==> config.mk <==
export PLATFORM = sky130hd
export DESIGN_NAME = z80_bus_target
export DESIGN_NICKNAME = d
export VERILOG_FILES = /design/src/rtl/z80_bus_target.sv
export SDC_FILE = /design/constraint.sdc
export NUM_CORES = 1
export LEC_CHECK = 0
export BUFFER_PORTS_ARGS = -buffer_cell sky130_fd_sc_hd__buf_4
export CORE_UTILIZATION = 47
export DETAILED_ROUTE_END_ITERATION = 16
export PLACE_DENSITY_LB_ADDON = 0.1
export SLEW_MARGIN = 30
export SYNTH_ARGS = -nofsm -noshare
export SYNTH_HDL_FRONTEND = slang
export SYNTH_SLANG_ARGS = --single-unit
==> constraint.sdc <==
create_clock -name clk -period 2.46 [get_ports clk]
set_clock_uncertainty 0.05 [all_clocks]
set_input_delay 0.123 -clock clk [delete_from_list [all_inputs] [get_ports clk]]
set_output_delay 0.123 -clock clk [all_outputs]
set_load 0.005 [all_outputs]
==> src/rtl/z80_bus_target.sv <==
// Z80 slave bus responder: turns CPU strobes into one req/ack backend transaction, stretching the CPU via wait_n.
// Define Z80_TGT_INTACK_EN to answer IM2 interrupt-acknowledge cycles with irq_vec and drive int_n from irq.
module z80_bus_target #(
  parameter int unsigned TIMEOUT   = 64,
  parameter logic [7:0]  IDLE_DATA = 8'hFF
) (
  input  logic        clk,
  input  logic        reset,
  input  logic [15:0] A,
  input  logic        m1_n,
  input  logic        mreq_n,
  input  logic        iorq_n,
  input  logic        rd_n,
  input  logic        wr_n,
  input  logic [7:0]  cpu_dout,
  output logic [7:0]  cpu_di,
  output logic        wait_n,
  output logic        int_n,
  input  logic        irq,
  input  logic [7:0]  irq_vec,
  output logic        be_req,
  output logic        be_we,
  output logic        be_io,
  output logic [15:0] be_addr,
  output logic [7:0]  be_wdata,
  input  logic [7:0]  be_rdata,
  input  logic        be_ack,
  output logic        timeout
);

  typedef enum logic [1:0] {IDLE, REQ, HOLD} state_t;

  localparam logic [7:0] CNT_LAST = 8'(TIMEOUT - 1);

  state_t      state_q, state_d;
  logic [7:0]  cnt_q, cnt_d;
  logic        be_we_q, be_we_d;
  logic        be_io_q, be_io_d;
  logic [15:0] be_addr_q, be_addr_d;
  logic [7:0]  be_wdata_q, be_wdata_d;
  logic [7:0]  cpu_di_q, cpu_di_d;
  logic        timeout_q, timeout_d;
  logic [7:0]  inta_data;
  logic        cyc;
  logic        inta;

  assign cyc  = (~mreq_n | (~iorq_n & m1_n)) & (~rd_n | ~wr_n);
  assign inta = ~iorq_n & ~m1_n;

`ifdef Z80_TGT_INTACK_EN
  logic int_n_q, int_n_d;

  always_comb int_n_d = ~irq;

  always_ff @(posedge clk or posedge reset) begin
    if (reset) int_n_q <= 1'b1;
    else       int_n_q <= int_n_d;
  end

  assign int_n     = int_n_q;
  assign inta_data = irq_vec;
`else
  logic unused_irq;

  assign unused_irq = ^{irq, irq_vec};
  assign int_n      = 1'b1;
  assign inta_data  = IDLE_DATA;
`endif

  always_comb begin
    state_d    = state_q;
    cnt_d      = cnt_q;
    be_we_d    = be_we_q;
    be_io_d    = be_io_q;
    be_addr_d  = be_addr_q;
    be_wdata_d = be_wdata_q;
    cpu_di_d   = cpu_di_q;
    timeout_d  = 1'b0;
    case (state_q)
      IDLE: begin
        if (cyc) begin
          be_addr_d  = A;
          be_wdata_d = cpu_dout;
          be_we_d    = ~wr_n;
          be_io_d    = ~iorq_n;
          cnt_d      = 8'd0;
          state_d    = REQ;
        end else if (inta) begin
          cpu_di_d = inta_data;
          state_d  = HOLD;
        end
      end
      REQ: begin
        // An ack landing on the last counted cycle still wins over the timeout.
        if (be_ack) begin
          if (!be_we_q) cpu_di_d = be_rdata;
          state_d = HOLD;
        end else if (cnt_q == CNT_LAST) begin
          cpu_di_d  = IDLE_DATA;
          timeout_d = 1'b1;
          state_d   = HOLD;
        end else if (cnt_q != 8'hFF) begin
          cnt_d = cnt_q + 8'd1;
        end
      end
      HOLD: begin
        if (!cyc && !inta) begin
          cpu_di_d = IDLE_DATA;
          state_d  = IDLE;
        end
      end
      default: state_d = IDLE;
    endcase
  end

  always_ff @(posedge clk or posedge reset) begin
    if (reset) begin
      state_q    <= IDLE;
      cnt_q      <= 8'd0;
      be_we_q    <= 1'b0;
      be_io_q    <= 1'b0;
      be_addr_q  <= 16'd0;
      be_wdata_q <= 8'd0;
      cpu_di_q   <= IDLE_DATA;
      timeout_q  <= 1'b0;
    end else begin
      state_q    <= state_d;
      cnt_q      <= cnt_d;
      be_we_q    <= be_we_d;
      be_io_q    <= be_io_d;
      be_addr_q  <= be_addr_d;
      be_wdata_q <= be_wdata_d;
      cpu_di_q   <= cpu_di_d;
      timeout_q  <= timeout_d;
    end
  end

  // Reset must release the CPU even while its strobes are still asserted.
  assign wait_n   = reset | ~(((state_q == IDLE) & cyc) | (state_q == REQ));
  assign be_req   = (state_q == REQ);
  assign be_we    = be_we_q;
  assign be_io    = be_io_q;
  assign be_addr  = be_addr_q;
  assign be_wdata = be_wdata_q;
  assign cpu_di   = cpu_di_q;
  assign timeout  = timeout_q;

endmodule

==> reports/metrics.cfg, run 1 <==
[worst_hold_path]
hold_depth=2
hold_path_class=input pin to flip-flop
hp-start=iorq_n

[global_routing]
grt_max_degree=29
grt_pass1_vias=1723
grtUsageTotal_pct=23.0
grt_antenna_before_repair=0
grt_pass1_wl_um=7740
grt_overflow=0

[yosys]
synth_nets=266
synthDistinctLibCells=38
synthCells=216
yosysSeqAreaShare_pct=55.7
ys_ff_latch=45
synth_area_per_cell_um2=9.44
yosys_warnings=0
synth_area_um2=2040

[final_layout]
layout_common_cells=buf_4 (81), nand2_1 (80), dfrtp_1 (37)
antennaDiodeCount=0
area_growth_pct=49.2
final_common_cell=buf_4
nets=372
drive_gt1_share_pct=31.6
fin_area_um2=3040
utilization_pct=74.4

[setup_path]
cp_top_family=buffers and inverters
critPathBufInv=4
critical_path.startpoint=wr_n
end_kind=output port
critPathMaxFanout=26
cp_num_cells=7
path_class=input pin to output port
slowest_stage=dlygate4sd3_1
worstPathCellList=dlygate4sd3_1 -> buf_4 -> and2_1 -> a2111oi_4 -> buf_4 -> o21ai_0 -> buf_4
cp_data_required_time_ns=2.29
r2r_slack_ns=0.49
crit_path_start_kind=input pin
crit_arrival_ns=1.92
cp_common_cell=buf_4
slowest_delay_ns=0.54
reg2reg_depth=6
worstReg2RegStart=cnt_q[0]$_DFFE_PP0P_

[sta]
finalCritPeriodShare_pct=85.1
finalHoldViolations=0
rsz0062_at_grt=no
setup-violations-final=0
setup_tns_ns=0
drv_slew=0
fmax_mhz=477
period_minus_slack_ns=2.09

[clocking]
cts_buffer_depth=2
cts_root_buffer=clkbuf_8
numCtsBuffers=5
cts.clk_slew.worst_paths_ns=0.08
htree_levels=2
cts_sinks=45
cts_resized=0
clock_latency_ns=0.29
tritoncts=done

[drt]
num_vias=1828
ant_nets=0
drt_first_pass_iters=4
avgRoutedWirePerCell_um=13.2
drt_iter0_drc=127
vias_per_cell=4.90
drt_wl_total_um=4920
drcViolationCount=0

[run_status]
status=complete, no violations

[floorplanning]
ios=87
die_x_um=67.9
start_util_pct=49.9
die-area_um2=4600
core_area_um2=4090
fp.dieH_um=67.9
num_rows=23

[placed_design]
gp_congestion=0.787
hpwl_um=3130
io_buffers=76
dpl-instance-area_um2=2660

[power]
power-per-cell-area_nw_per_um2=1010
peakVddDrop_mv=0.568
p_leak_nw=1.60
finalPower_mw=3.07

[flow_run]
maxCapViolations=0

[metal layers]
layer	track usage, %	wire length [um]	up-vias
li1	-	-	915
met1	29.8	2230	856
met2	37.9	2400	51
met3	5.67	234	6
met4	7.03	57	0
met5	0	0	-
[cells in the mapped netlist, drive strengths merged]
| master | number | area, um2 |
|---|---|---|
| a21oi | 1 | 5.00 |
| o31ai | 2 | 15.0 |
| nor2b | 1 | 6.26 |
| and2b | 1 | 7.51 |
| a31oi | 2 | 12.5 |
| a311oi | 1 | 26.3 |
| a2111oi | 1 | 27.5 |
| a41oi | 1 | 8.76 |
| a22o | 1 | 8.76 |
| nand2 | 81 | 312 |
| a221oi | 1 | 8.76 |
| or3b | 1 | 8.76 |
| nand3 | 6 | 30.0 |
| or2 | 2 | 12.5 |
| buf | 3 | 26.3 |
| inv | 11 | 41.3 |
| dfrtp | 37 | 926 |
| a21o | 2 | 15.0 |
| clkbuf | 5 | 18.8 |
| mux2i | 8 | 80.1 |
| nand3b | 1 | 7.51 |
| and3 | 3 | 18.8 |
| nor3 | 4 | 20.0 |
| and2 | 2 | 12.5 |
| xnor2 | 1 | 8.76 |
| conb | 1 | 3.75 |
| dfstp | 8 | 210 |
| nand2b | 2 | 12.5 |
| a2111o | 1 | 11.3 |
| a41o | 1 | 10.0 |
| ha | 1 | 12.5 |
| o21ai | 8 | 40.0 |
| o22a | 3 | 26.3 |
| nor4 | 1 | 6.26 |
| nor2 | 11 | 41.3 |
[sequential cells by signal, indices dropped and copies added (netlist names)]
signal,count
be_wdata,8
cnt_q,8
be_we,1
state_q,2
be_io,1
timeout,1
be_addr,16
cpu_di,8
[worst paths after layout]
| check | to |
|---|---|
| worst min-delay path | be_io$_DFFE_PP0P_ |
| worst max-delay path | wait_n |
| max in group asynchronous | cpu_di[7]$_DFFE_PP1P_ |
| worst min register to register | cpu_di[1]$_DFFE_PP1P_ |
| worst max register to register | cpu_di[5]$_DFFE_PP1P_ |
| min in group asynchronous | cnt_q[6]$_DFFE_PP0P_ |
[final cells by class]
| cell class | instances | area, um2 |
|---|---|---|
| clock inverter | 1 | 30.0 |
| multi-input combinational | 152 | 816 |
| timing repair buffer | 107 | 868 |
| sequential | 45 | 1140 |
| inverter | 11 | 41.3 |
| tap | 50 | 62.6 |
| clock buffer | 7 | 86.3 |
| fill | 281 | 1050 |
[cell families after synthesis]
group,synth area share [%]
AO/OA/AOI/OAI,10.6
adder cells (fa/ha/maj),0.614
AND/OR/NAND/NOR,24.3
flip-flops,55.7
other,0.184
XOR/XNOR,0.430
buffers and inverters,4.24
multiplexers,3.93
[through the flow]
stage	instances	setup WS [ns]	hold slack, ns
floorplan	216	0.658	0.178
global placement	339	0.565	0.0822
detailed placement	339	0.513	0.0897
CTS	373	0.368	0.0187
global route	373	0.241	0.0458
finish	373	0.366	0.0167
[report_power, final]
| group | total, mW | internal (mW) | switching, mW |
|---|---|---|---|
| combinational | 1.26 | 0.668 | 0.596 |
| sequential | 1.24 | 1.05 | 0.195 |
| clock | 0.568 | 0.331 | 0.237 |
| total | 3.07 | 2.05 | 1.03 |
[timing repair]
action,in CTS,in global routing
endpoints found under the hold margin,39,0
endpoints found under the setup margin,0,0
buffers inserted,0,0
hold buffers,26,0
Power figures use the tool's default switching activity.
==> run 2: changes to the inputs <==
--- a/config.mk
+++ b/config.mk
@@ -5,9 +5,9 @@
 export SDC_FILE = /design/constraint.sdc
 export NUM_CORES = 1
 export LEC_CHECK = 0
-export BUFFER_PORTS_ARGS = -buffer_cell sky130_fd_sc_hd__buf_4
-export CORE_UTILIZATION = 47
+export CORE_UTILIZATION = 50
 export DETAILED_ROUTE_END_ITERATION = 16
+export DONT_BUFFER_PORTS = 1
 export PLACE_DENSITY_LB_ADDON = 0.1
 export SLEW_MARGIN = 30
 export SYNTH_ARGS = -nofsm -noshare
==> run 2 against run 1 <==
  * Utilization decreased by 7.1 points
  * Critical path type is now flip-flop to flip-flop
  * Sequential power increased by 5%
  * Die area decreased by 5.8%
  * Power decreased by 14%
  * Sequential cell count did not move
  * Via count down 11%
  * First-iteration DRC count decreased by 19%
==> reports/metrics.cfg, run 2 (synthesis gave the netlist of run 1 again) <==
[run_status]
status=complete, no violations

[global_routing]
grt_antenna_before_repair=0
grtUsageMet2_pct=43.2
grtUsageTotal_pct=24.3
grt_overflow=0
use_met3_pct=5.34
grt-busiest-layer=met2
grtUsageMet1_pct=29.1
grt_pass1_vias=1740
grt_pass1_wl_um=7910
grt_max_degree=28

[sta]
setup_ws_ns=0.365
period_minus_slack_ns=2.09
rsz0062_at_grt=no
fmax_mhz=477
finalHoldViolations=0
drv_slew=0
tightest_slew_ns=0.686
setup-violations-final=0
slew_headroom_pct=54.0
setup_tns_ns=0
finalCritPeriodShare_pct=85.2
hold_slack_ns=0.0390

[clocking]
clock_latency_ns=0.29
numCtsBuffers=5
cts_sinks=45
cts_buffer_depth=2
cts.clk_slew.worst_paths_ns=0.08
cts_resized=0
tritoncts=done
htree_levels=2
cts_root_buffer=clkbuf_8

[drt]
ant_nets=0
num_vias=1620
drt_wl_total_um=4630
drt_iter0_drc=103
avgRoutedWirePerCell_um=15.3
vias_per_cell=5.35
drt_first_pass_iters=4
drcViolationCount=0

[final_layout]
largest_register_ffs=16
layout_common_cells=nand2_1 (80), dfrtp_1 (37), dlygate4sd3_1 (35)
drive_gt1_share_pct=9.02
nets=304
utilization_pct=67.4
area_growth_pct=24.6
n_fill_cell=306
antennaDiodeCount=0
final_common_cell=nand2_1
layout.cells.non_filler=303
fin_area_um2=2540

[setup_path]
critical_path.startpoint=cnt_q[0]$_DFFE_PP0P_
worstPathCellList=ha_1 -> and3_1 -> a41oi_1 -> a311oi_4 -> mux2i_1
end_kind=flip-flop
worstReg2RegStart=cnt_q[0]$_DFFE_PP0P_
path_class=flip-flop to flip-flop
cp_data_required_time_ns=2.62
critPathMaxFanout=8
crit_path_start_kind=flip-flop
slowest_stage=a311oi_4
slowest_delay_ns=0.60
crit_arrival_ns=2.26

[power]
p_leak_nw=1.26
finalPower_mw=2.63
power-per-cell-area_nw_per_um2=1040
switching_power_uw=948
intPower_mw=1.68
pwr-share-clk_pct=20.3
seq_power_share_pct=49.5
peakVddDrop_mv=0.628
pwr-share-comb_pct=30.2
switching_share_pct=36.0

[floorplanning]
num_rows=22
ios=87
die-area_um2=4340
fp.dieH_um=65.8
core_area_um2=3770
start_util_pct=54.0
die_x_um=65.8

[worst_hold_path]
hold_path_class=input pin to flip-flop
hp-start=be_ack

[placed_design]
dpl-instance-area_um2=2080
dpl_worst_slack_ns=0.412
io_buffers=0
placed_cells=260
gp_congestion=0.787
hpwl_um=2980

[flow_run]
maxCapViolations=0

run 2: power by group through the flow:
stage	clock network, mW	registers (mW)	logic, mW
global placement	0	1.30	0.701
floorplan	0	1.24	0.616
finish	0.533	1.30	0.794
CTS	0.543	1.30	0.782
global route	0.577	1.34	0.906
detailed placement	0	1.31	0.737
run 2: layout make-up:
class | count | area (um2) | area share, %
Sequential cell | 45 | 1140 | 44.7
Multi-Input combinational cell | 152 | 816 | 32.1
Timing Repair Buffer | 39 | 380 | 15.0
Clock buffer | 6 | 72.6 | 2.86
Tap cell | 48 | 60.1 | 2.36
Inverter | 11 | 41.3 | 1.63
Clock inverter | 2 | 33.8 | 1.33
run 2: final timing paths:
kind,slack [ns],endpoint,depth (start not counted)
max in group asynchronous,1.32,cpu_di[5]$_DFFE_PP1P_,3
min,0.04,timeout$_DFF_PP0_,2
min reg2reg,0.43,cpu_di[0]$_DFFE_PP1P_,2
min in group asynchronous,0.26,be_addr[12]$_DFFE_PP0P_,2
max reg2reg,0.37,cpu_di[5]$_DFFE_PP1P_,5
max,0.37,cpu_di[5]$_DFFE_PP1P_,5
run 2: routing by layer:
layer,routed length (um),vias up
li1,-,779
met4,60,0
met2,2460,70
met5,0,-
met1,1810,763
met3,301,8
run 2: repair_timing:
item,CTS,global route
setup endpoints to repair,0,0
buffers inserted,0,0
endpoints found under the hold margin,52,0
hold buffers,35,0
run 2: worst max-delay path, delay by kind of cell, from the launching register on:
kind	cells	cell delay [ns]
AOI/OAI and AO/OA	2	0.85
adders and majority gates	1	0.22
DFF	1	0.40
muxes	1	0.27
and+or+nand+nor	1	0.22
==> run 3: changes to the inputs <==
--- a/config.mk
+++ b/config.mk
@@ -5,7 +5,9 @@
 export SDC_FILE = /design/constraint.sdc
 export NUM_CORES = 1
 export LEC_CHECK = 0
-export CORE_UTILIZATION = 50
+export CELL_PAD_IN_SITES_DETAIL_PLACEMENT = 0
+export CELL_PAD_IN_SITES_GLOBAL_PLACEMENT = 1
+export CORE_UTILIZATION = 45
 export DETAILED_ROUTE_END_ITERATION = 16
 export DONT_BUFFER_PORTS = 1
 export PLACE_DENSITY_LB_ADDON = 0.1
==> constraint.sdc (replaced) <==
create_clock -name clk -period 2.16 [get_ports clk]
set_clock_uncertainty 0.05 [all_clocks]
set_input_delay 0.108 -clock clk [delete_from_list [all_inputs] [get_ports clk]]
set_output_delay 0.108 -clock clk [all_outputs]
set_load 0.005 [all_outputs]
==> run 3 against run 2 <==
  * Worst hold slack worse by 0.015 ns
  * Routed wire length is 7.0% lower
  * Sequential power is 14% higher
  * Combinational power is 14% higher
  * Largest power group unchanged
==> reports/metrics.cfg, run 3 (synthesis gave the netlist of run 1 again) <==
[sta]
drv_slew=0
period_minus_slack_ns=1.96
setup_ws_ns=0.199
finalHoldViolations=0
finalCritPeriodShare_pct=90.8
setup_tns_ns=0
tightest_slew_ns=0.583
rsz0062_at_grt=no
slew_headroom_pct=61.1
setup-violations-final=0
fmax_mhz=510

[floorplanning]
fp.dieH_um=69.3
num_rows=24
core_area_um2=4350
die-area_um2=4800
die_x_um=69.3
ios=87
start_util_pct=46.8

[placed_design]
hpwl_um=2910
dpl_worst_slack_ns=0.210
io_buffers=0
dpl-instance-area_um2=2100
gp_congestion=0.745

[global_routing]
grt_antenna_before_repair=0
grt_overflow=0
grt_pass1_vias=1627
grt_pass1_wl_um=7380
grtUsageTotal_pct=19.2
grt_max_degree=32

[flow_run]
maxCapViolations=0

[final_layout]
largest_register_ffs=16
final_common_cell=nand2_1
drive_gt1_share_pct=10.5
layout_common_cells=nand2_1 (80), dfrtp_1 (37), dlygate4sd3_1 (35)
regArea_um2=1140
area_growth_pct=25.9
fin_area_um2=2570
nets=305
n_fill_cell=340
multiInputGateArea_um2=816
antennaDiodeCount=0

[power]
power-per-cell-area_nw_per_um2=1180
peakVddDrop_mv=0.602
p_leak_nw=1.27
finalPower_mw=3.04

[setup_path]
slowest_stage=dfrtp_1
slowest_delay_ns=0.43
r2r_slack_ns=0.20
worstReg2RegStart=cnt_q[0]$_DFFE_PP0P_
reg2reg_depth=6
cp_data_required_time_ns=2.33
crit_path_start_kind=flip-flop
critPathMaxFanout=8
crit_arrival_ns=2.13
end_kind=flip-flop
path_class=flip-flop to flip-flop
worstPathCellList=ha_1 -> and3_1 -> a41oi_1 -> a311oi_4 -> buf_4 -> mux2i_1
r2r-end=cpu_di[3]$_DFFE_PP1P_

[clocking]
tritoncts=done
cts_sinks=45
clock_latency_ns=0.29
cts_setup_buffers=0
cts_root_buffer=clkbuf_8
cts_buffer_depth=2
htree_levels=2
numCtsBuffers=5
cts.clk_slew.worst_paths_ns=0.08

[drt]
drt_iter0_drc=50
vias_per_cell=5.19
drt_first_pass_iters=4
drt_wl_total_um=4300
ant_nets=0
drcViolationCount=0
num_vias=1600
avgRoutedWirePerCell_um=14.0

[worst_hold_path]
hold_path_class=input pin to flip-flop
whs_endpoint=timeout$_DFF_PP0_
hold_depth=2
hp-start=be_ack

[run_status]
status=complete, no violations

[run 3: cell types whose count changed in the layout (fill, tap and decap cells not counted)]
cell / before / now
clkbuf_8: 5 / 6
clkinvlp_4: 0 / 1
buf_4: 4 / 5
clkinv_1: 2 / 0
clkbuf_1: 1 / 0
inv_2: 0 / 1
[run 3: where the power goes]
part           leakage [nW]  total, mW  switching [mW]  internal, mW
clock network        0.0574      0.655           0.279         0.376
logic                 0.657      0.905           0.514         0.392
registers             0.556       1.48           0.283          1.19
[run 3: routing by layer]
layer,part of all wire (%),track usage [%],up-vias
li1,-,-,784
met1,42,23.7,746
met2,49,32.6,66
met3,7.7,4.80,4
met4,0.93,6.80,0
met5,0,0,-
[run 3: cell type report]
| cell class | count | area share (%) |
|---|---|---|
| clock buffer | 6 | 3.22 |
| clock inverter | 2 | 1.46 |
| inverter | 11 | 1.61 |
| multi-input combinational | 152 | 31.8 |
| sequential | 45 | 44.3 |
| tap | 52 | 2.54 |
| timing repair buffer | 40 | 15.1 |
[run 3: timing repair]
action | in CTS | in global routing
endpoints found under the setup margin | 0 | 0
hold endpoints to repair | 48 | 0
hold buffers | 35 | 0
resized for setup | 0 | 0
[run 3: critical path, delay by kind of cell (launching register included)]
kind,cells,cell delay (ns)
AO/OA/AOI/OAI,2,0.50
adder cells (fa/ha/maj),1,0.23
buffers and inverters,1,0.23
flip-flops,1,0.43
multiplexers,1,0.22
AND/OR/NAND/NOR,1,0.22
[run 3: metrics by stage]
stage | util, % | cells | hold slack, ns
floorplan | - | 216 | 0.163
global placement | 48.1 | 265 | -0.0856
detailed placement | 48.1 | 265 | -0.0792
CTS | 58.9 | 308 | 0.0120
global route | 58.9 | 308 | 0.0427
finish | 58.9 | 308 | 0.0236
[run 3: worst max-delay path by stage]
stage,from,to,slack [ns],depth (start not counted)
finish,cnt_q[0]$_DFFE_PP0P_,cpu_di[3]$_DFFE_PP1P_,0.20,6
global route,cnt_q[0]$_DFFE_PP0P_,cpu_di[2]$_DFFE_PP1P_,0.06,6
CTS,cnt_q[0]$_DFFE_PP0P_,cpu_di[3]$_DFFE_PP1P_,0.19,6
detailed placement,cnt_q[0]$_DFFE_PP0P_,cpu_di[3]$_DFFE_PP1P_,0.21,6
global placement,cnt_q[0]$_DFFE_PP0P_,cpu_di[1]$_DFFE_PP1P_,0.26,6
floorplan,cnt_q[0]$_DFFE_PP0P_,cpu_di[0]$_DFFE_PP1P_,0.36,5
